## config.mk

```make
export PLATFORM = sky130hd
export DESIGN_NAME = uart_rx_os
export DESIGN_NICKNAME = d
export VERILOG_FILES = /design/src/rtl/uart_rx_os.sv
export SDC_FILE = /design/constraint.sdc
export NUM_CORES = 1
export LEC_CHECK = 0
export CAP_MARGIN = 20
export CORE_UTILIZATION = 30
export CTS_CLUSTER_SIZE = 14
export DETAILED_ROUTE_END_ITERATION = 7
export GPL_TIMING_DRIVEN = 0
export PLACE_DENSITY_LB_ADDON = 0.3
export SYNTH_ARGS = -nofsm -noshare
export SYNTH_HDL_FRONTEND = slang
export SYNTH_SLANG_ARGS = --single-unit
```

## constraint.sdc

```tcl
create_clock -name clk -period 2.3 [get_ports clk]
set_clock_uncertainty 0.2 [all_clocks]
set_input_delay 0.46 -clock clk [delete_from_list [all_inputs] [get_ports clk]]
set_output_delay 0.46 -clock clk [all_outputs]
set_load 0.03 [all_outputs]
```

## src/rtl/uart_rx_os.sv

```systemverilog
// rtl/uart_rx_os.sv - oversampling UART receiver with runtime frame format and valid/ready output
module uart_rx_os #(
    parameter int DATA_WIDTH = 8,
    parameter int OVERSAMPLE = 16,
    parameter int DIV_WIDTH  = 16
) (
    input  logic                  clk,
    input  logic                  rst_n,
    input  logic                  rx_in,
    input  logic [DIV_WIDTH-1:0]  baud_div,
    input  logic                  parity_en,
    input  logic                  parity_odd,
    input  logic                  parity_per_byte,
    input  logic                  two_stop,
    output logic [DATA_WIDTH-1:0] data_out,
    output logic                  valid,
    input  logic                  ready,
    output logic                  parity_err,
    output logic                  frame_err,
    output logic                  overrun
);

    localparam int SW     = $clog2(OVERSAMPLE);
    localparam int BW     = $clog2(DATA_WIDTH + 1);
    localparam int NBYTES = DATA_WIDTH / 8;
    localparam int YW     = $clog2(NBYTES + 1);
    localparam logic [SW-1:0] SAMP_MID = SW'(OVERSAMPLE / 2 - 1);
    localparam logic [SW-1:0] SAMP_END = SW'(OVERSAMPLE - 1);

    typedef enum logic [2:0] {
        S_IDLE, S_START, S_DATA, S_PARITY, S_STOP1, S_STOP2
    } state_t;

    state_t                state;
    logic                  rx_m, rx_s;
    logic [DIV_WIDTH-1:0]  div_cnt, baud_div_l;
    logic [SW-1:0]         samp_cnt;
    logic [BW-1:0]         bit_cnt, bit_next;
    logic [YW-1:0]         byte_cnt;
    logic [DATA_WIDTH-1:0] shift_reg;
    logic                  par_run, par_acc, frame_acc;
    logic                  par_en_l, par_odd_l, per_byte_l, two_stop_l;
    logic                  tick, samp_hit, deliver, last_byte;

    assign tick      = (state != S_IDLE) && (div_cnt == baud_div_l);
    assign samp_hit  = tick && (samp_cnt == ((state == S_START) ? SAMP_MID : SAMP_END));
    assign deliver   = samp_hit && ((state == S_STOP1 && !two_stop_l) || state == S_STOP2);
    assign bit_next  = bit_cnt + 1'b1;
    assign last_byte = (byte_cnt == YW'(NBYTES - 1));

    always_ff @(posedge clk) begin
        if (!rst_n) begin
            state      <= S_IDLE;
            rx_m       <= 1'b1;
            rx_s       <= 1'b1;
            div_cnt    <= '0;
            baud_div_l <= '0;
            samp_cnt   <= '0;
            bit_cnt    <= '0;
            byte_cnt   <= '0;
            shift_reg  <= '0;
            par_run    <= 1'b0;
            par_acc    <= 1'b0;
            frame_acc  <= 1'b0;
            par_en_l   <= 1'b0;
            par_odd_l  <= 1'b0;
            per_byte_l <= 1'b0;
            two_stop_l <= 1'b0;
            data_out   <= '0;
            valid      <= 1'b0;
            parity_err <= 1'b0;
            frame_err  <= 1'b0;
            overrun    <= 1'b0;
        end else begin
            rx_m <= rx_in;
            rx_s <= rx_m;

            if (valid && ready) begin
                valid   <= 1'b0;
                overrun <= 1'b0;
            end

            if (tick) begin
                div_cnt  <= '0;
                samp_cnt <= samp_hit ? '0 : samp_cnt + 1'b1;
            end else if (state != S_IDLE) begin
                div_cnt <= div_cnt + 1'b1;
            end

            case (state)
                S_IDLE: if (!rx_s) begin
                    state      <= S_START;
                    div_cnt    <= '0;
                    samp_cnt   <= '0;
                    bit_cnt    <= '0;
                    byte_cnt   <= '0;
                    shift_reg  <= '0;
                    par_run    <= 1'b0;
                    par_acc    <= 1'b0;
                    frame_acc  <= 1'b0;
                    baud_div_l <= baud_div;
                    par_en_l   <= parity_en;
                    par_odd_l  <= parity_odd;
                    per_byte_l <= parity_per_byte;
                    two_stop_l <= two_stop;
                end
                // A start bit that has gone high again by mid-bit is treated as noise
                S_START: if (samp_hit) state <= rx_s ? S_IDLE : S_DATA;
                S_DATA: if (samp_hit) begin
                    shift_reg <= {rx_s, shift_reg[DATA_WIDTH-1:1]};
                    par_run   <= par_run ^ rx_s;
                    bit_cnt   <= bit_next;
                    if (par_en_l && per_byte_l && bit_next[2:0] == 3'd0)
                        state <= S_PARITY;
                    else if (bit_next == BW'(DATA_WIDTH))
                        state <= par_en_l ? S_PARITY : S_STOP1;
                end
                S_PARITY: if (samp_hit) begin
                    if (rx_s != (par_run ^ par_odd_l))
                        par_acc <= 1'b1;
                    if (per_byte_l) begin
                        par_run  <= 1'b0;
                        byte_cnt <= byte_cnt + 1'b1;
                        state    <= last_byte ? S_STOP1 : S_DATA;
                    end else begin
                        state <= S_STOP1;
                    end
                end
                S_STOP1: if (samp_hit) begin
                    if (!rx_s)
                        frame_acc <= 1'b1;
                    state <= two_stop_l ? S_STOP2 : S_IDLE;
                end
                S_STOP2: if (samp_hit) begin
                    if (!rx_s)
                        frame_acc <= 1'b1;
                    state <= S_IDLE;
                end
                default: state <= S_IDLE;
            endcase

            // Delivery overrides a same-cycle handshake so back-to-back words keep valid high
            if (deliver) begin
                if (!valid || ready) begin
                    data_out   <= shift_reg;
                    parity_err <= par_acc;
                    frame_err  <= frame_acc | ~rx_s;
                    valid      <= 1'b1;
                end else begin
                    overrun <= 1'b1;
                end
            end
        end
    end

endmodule

```

# Yosys cells after proc, flatten, opt, wreduce, memory -nomap -nowiden
# Index checks and enable logic that the tools add are counted.
# Widths: inputs -> output; s select.
[classes]
addsub = 4
n_eq_ne = 20
n_mux = 49
n_bitwise = 4
n_reduce_logical = 27
[op_table]
columns = ["op", "n"]
rows = [
  ["$mux 16", 4],
  ["$mux 3", 12],
  ["$mux 4", 7],
  ["$ne 2x2->1 const B", 9],
  ["$pmux 3 s6", 1],
  ["$add 16x1->16 const B", 1],
  ["$eq 16x16->1", 1],
  ["$mux 1", 16],
  ["$mux 8", 2],
  ["$pmux 8 s2", 1],
  ["$reduce_and 4->1", 3],
  ["$add 4x1->4 const B", 2],
  ["$pmux 4 s2", 1],
  ["$logic_and 1x1->1", 7],
  ["$reduce_and 7->1", 1],
  ["$eq 3x2->1 const B", 2],
  ["$eq 3x3->1 const B", 2],
  ["$logic_not 3->1", 2],
  ["$pmux 1 s2", 3],
  ["$reduce_bool 2->1", 3],
  ["$reduce_bool 3->1", 2],
  ["$reduce_and 5->1", 1],
  ["$eq 4x4->1", 1],
  ["$eq 4x4->1 const B", 1],
  ["15 further kinds", 19],
]
[word_totals]
reg_bits = 73
input_bits = 24
out_inout_bits = 12
word_cells = 125

# Longest topological paths before layout
[logic_depth]
word_depth = 8
mapped_depth = 10
ltp_nobuf = 7

# Worst setup path after synthesis
# No wires, ideal clock.
[synth_timing]
path_kind = "register to register"
from = "register div_cnt[10]"
to = "register byte_cnt"
setup_time_ps = 115
arrival_time_ps = 1675
required_time_ps = 1985
setup_slack_ps = 311
path_stages_with_launch = 9
n_path_buf = 2
synth_period_minus_slack_ps = 1989
cell_sequence = "dfxtp_1 > xnor2_1 > nand4_1 > nor4_2 > buf_4 > and2_1 > buf_6 > a41oi_1 > o21a_1"
[synth_via]
elab_chain_cells = 5
[synth_rtl]
columns = ["element", "line", "text"]
rows = [
  ["start: declaration", "36", "logic [DIV_WIDTH-1:0] div_cnt, baud_div_l;"],
  ["start signal: assignment", "87", "div_cnt <= div_cnt + 1'b1;"],
  ["$eq 16x16->1", "45", "assign tick = (state != S_IDLE) && (div_cnt == baud_div_l);"],
  ["$logic_and 1x1->1", "45", ""],
  ["$logic_and 1x1->1", "46", "assign samp_hit = tick && (samp_cnt == ((state == S_START) ? SAMP_MID : SAMP_END));"],
  ["$ne 2x2->1 (no source line)", "-", ""],
  ["$reduce_and 4->1 (no source line)", "-", ""],
  ["end signal: assignment", "123", "byte_cnt <= byte_cnt + 1'b1;"],
  ["end: declaration", "39", "logic [YW-1:0] byte_cnt;"],
]
# No other way between the ends.
# A chain may end at the register's enable or synchronous reset.

# Worst setup path in the final report
[layout_timing]
from = "register state[2]"
to = "register div_cnt[14]"
[layout_via]
elab_chain_cells = 5
elab_cells_between_ends = 7
cone_classes = "4 x mux; 3 x reduce/logical"
[layout_rtl]
columns = ["element", "line", "text"]
rows = [
  ["start: declaration", "34", "state_t state;"],
  ["start signal: assignment", "108", "S_START: if (samp_hit) state <= rx_s ? S_IDLE : S_DATA;"],
  ["start signal: assignment", "116", "state <= par_en_l ? S_PARITY : S_STOP1;"],
  ["start signal: assignment", "124", "state <= last_byte ? S_STOP1 : S_DATA;"],
  ["$reduce_bool 3->1", "45, 86", ""],
  ["$mux 16 or $logic_and 1x1->1 (tied branches)", "86, 45", ""],
  ["$mux 16", "83", "if (tick) begin"],
  ["$mux 16", "91", "S_IDLE: if (!rx_s) begin"],
  ["$mux 16 *", "90", "case (state)"],
]
# Mark *: on every way between the ends. The rest lies on a longest branch, timed or not.

==> out/results.txt <==
run status = completed
via-per-instance ratio = 4.930
Iter 0 DRT Violations = 159
insertion delay to the later sink of the worst-skew pair = 0.36 ns
main area contributors after synthesis = sky130_fd_sc_hd__dfxtp_1 44%, sky130_fd_sc_hd__nand2_1 6.7%, sky130_fd_sc_hd__xnor2_1 6.6%
leading area contributor after synthesis = sky130_fd_sc_hd__dfxtp_1
nets = 471
most common cell after layout, fill and taps aside = sky130_fd_sc_hd__dfxtp_1
timing startpoint of the critical path = state[2]
ANT cells = 0
CP bufs+invs = 1
Mapped Area = 0.003301 sq mm
vias in the first global route = 2,665
signal arrival time at the worst endpoint = 2.23 ns
overall die height = 106.9 um
Clock Power Share = 0.347
switching part of the total = 0.3069
proportion of power drawn by flip-flops and latches = 0.429
cell seen most often among critical-path stages = sky130_fd_sc_hd__nor2_1
RePlAce Congestion = 0.8677
share of the synthesized area in the top cell type = 0.4428
source of the worst register-to-register timing path = state[2]
CP required = 2.35 ns
Final period util = 0.9465
syn nets = 421
Hold Slack = 0.2273 ns
number of hold violations in the final report = 0
longest individual stage delay on the worst path = 0.48 ns
post-synthesis cell type count = 45
number of buffers added on ports = 35
mean area per synthesized cell = 8.399 sq um
cell area after layout = 0.004136 sq mm
number of endpoints failing setup at the final stage = 0
CTS Buf Count = 9
wire length of the first global-routing pass = 13.21 mm
antenna violations before repair = 0
drt wl/cell = 13.41 um
final worst path period need = 2.177 ns
area growth from synthesis to layout = 25.32%
residual antenna-violating net count after detailed routing = 0
floorplan core area = 0.01051 sq mm
portion of total power attributed to combinational logic = 0.224
aggregate global-route resource usage = 0.1474
placed wire-length estimate after detailed placement = 5.586 mm
Worst Path Max Fanout = 10
reg2reg path depth = 7
number of clock sinks = 73
deepest clock path buffer count = 2
termination of the worst setup path = div_cnt[14]
Max Slew Vio Count = 0
family with the most delay on the worst path = flip-flops
vias = 2,874
post-route DRC violation count = 0
critical path class = register to register
internal power of the cells = 2.226 mW
fraction of final layout cells sized beyond drive strength 1 = 0.1119
H-tree depth = 3
sequential share of the synthesized area = 0.4428
die outline area = 0.01143 sq mm
startpoint kind of the worst setup timing path = register
Worst Hold Class = register to register
master cell of the clock root buffer = sky130_fd_sc_hd__clkbuf_8
cells along the critical path = clkbuf_1 > o311a_1 > nand2_1 > nor2_1 > nand3_1 > xor2_1 > nor2_1
capturing element type of the critical path = register
unrepaired setup endpoints after global routing = true
Routed Wire Length = 7.816 mm
number of top-level pins = 36
number of enable flip-flop cells after synthesis = 0
Final TNS setup = 0 ns
first-pass detailed-route iteration total = 4
fraction of registers with async set/reset = 0
reg2reg end = div_cnt[14]
Maximum Capacitance Violations = 0
count of filler cells inserted in the layout = 1,088
TritonCTS clock tree = yes
fin util = 0.3936
pwr dens = 776.5 mW/mm^2
predominant post-synthesis flop cell = sky130_fd_sc_hd__dfxtp_1
gate count of the mapped netlist = 393
std cell rows = 37
depth of the critical timing path with buffers and inverters included = 7
starting density of the core = 0.3141
Max Clk Rate = 459.3 MHz
most frequent cells in the layout = 64 x sky130_fd_sc_hd__dfxtp_1, 58 x sky130_fd_sc_hd__nand2_1, 40 x sky130_fd_sc_hd__nor2_1
placed cell areas = 0.003821 sq mm
number of storage elements in the synthesis netlist = 73
leakage = 1.518 nW
setup slack of the worst register-to-register path = 0.12 ns
chip width = 106.9 um
maximum vdd drop = 0.0002966 V
Worst Tran Pin Value = 0.5457 ns
post-CTS clock slew at the launch and capture registers of the worst setup and hold paths = 0.09 ns
total overflow reported by the global router = 0
Synth Warn # = 0
Psw = 985.8 uW
slowest CP cell = sky130_fd_sc_hd__dfxtp_1
largest registers = baud_div_l: 16 flops, div_cnt: 16 flops
pin count of the biggest net entering global routing = 14
max_slew headroom = 0.6362
## worst reg2reg max path: stages (launching register included)
cell	delay (ns)
sky130_fd_sc_hd__dfxtp_1	0.48
sky130_fd_sc_hd__clkbuf_1	0.43
sky130_fd_sc_hd__o311a_1	0.33
sky130_fd_sc_hd__nand2_1	0.07
sky130_fd_sc_hd__nor2_1	0.22
sky130_fd_sc_hd__nand3_1	0.13
sky130_fd_sc_hd__xor2_1	0.16
sky130_fd_sc_hd__nor2_1	0.05
## Yosys cell counts (4+ instances only)
master	count
sky130_fd_sc_hd__mux2i_1	11
sky130_fd_sc_hd__nor3_1	6
sky130_fd_sc_hd__buf_2	6
sky130_fd_sc_hd__and3_1	7
sky130_fd_sc_hd__xor2_1	12
sky130_fd_sc_hd__a31oi_1	6
sky130_fd_sc_hd__nor2_1	40
sky130_fd_sc_hd__xnor2_1	25
sky130_fd_sc_hd__nand4_1	11
sky130_fd_sc_hd__clkbuf_1	18
sky130_fd_sc_hd__nand2b_1	5
sky130_fd_sc_hd__nand2_1	59
sky130_fd_sc_hd__dfxtp_1	73
sky130_fd_sc_hd__nand3_1	30
sky130_fd_sc_hd__a21oi_1	35
sky130_fd_sc_hd__ha_1	4
## worst min-delay path by stage
stage,start,endpoint,cells after the start
2_1_floorplan,rx_m,rx_s,1
3_5_place_dp,rx_m,rx_s,1
3_3_place_gp,rx_m,rx_s,1
4_1_cts,rx_m,rx_s,1
6_report,rx_m,rx_s,1
5_1_grt,rx_m,rx_s,1
## per-stage QoR
stage | power [mW] | setup slack, ns | cells
2_1_floorplan | 1.846 | 0.3109 | 393
3_3_place_gp | 2.031 | -0.06488 | 564
3_5_place_dp | 2.038 | -0.05425 | 564
4_1_cts | 3.172 | 0.009503 | 580
5_1_grt | 3.384 | -0.01170 | 583
6_report | 3.212 | 0.1230 | 583
## power by group through the flow
| stage | combinational [mW] | clock [mW] | sequential (mW) |
|---|---|---|---|
| 6_report | 0.719 | 1.11 | 1.38 |
| 3_5_place_dp | 0.634 | 0 | 1.40 |
| 4_1_cts | 0.657 | 1.14 | 1.37 |
| 3_3_place_gp | 0.629 | 0 | 1.40 |
| 5_1_grt | 0.797 | 1.20 | 1.39 |
| 2_1_floorplan | 0.462 | 0 | 1.38 |
## layout make-up
cell class	instances	area, sq um	share of cell area
Buffer	26	136.4	0.03297
Sequential cell	73	1475	0.3566
Multi-Input combinational cell	290	1739	0.4204
Timing Repair Buffer	40	387.9	0.09377
Clock inverter	6	92.59	0.02238
Inverter	3	11.26	0.002722
Tap cell	136	170.2	0.04114
Clock buffer	9	123.9	0.02995
## metal layers
layer	vias to the layer above	share of wire	global-route usage
met5	-	0	0
met4	0	0.0091	0.03914
met3	9	0.052	0.04438
met2	70	0.44	0.2226
met1	1347	0.50	0.2029
li1	1448	-	-
## cells by family after synthesis
group                      Yosys count  share of synthesized area
and+or+nand+nor                    180                     0.2654
buffers and inverters               30                    0.04208
DFF                                 73                     0.4428
AOI/OAI and AO/OA                   58                     0.1031
muxes                               11                    0.03336
xor gates and xnor gates            37                    0.09818
adders and majority gates            4                    0.01516
## timing repair
item | CTS | global route
resized for setup | 2 | 23
cloned | 0 | 0
buffers inserted | 1 | 4
hold buffers | 0 | 0
pin swaps | 0 | 5
endpoints found under the setup margin | 23 | 38
Power figures use the tool's default switching activity.
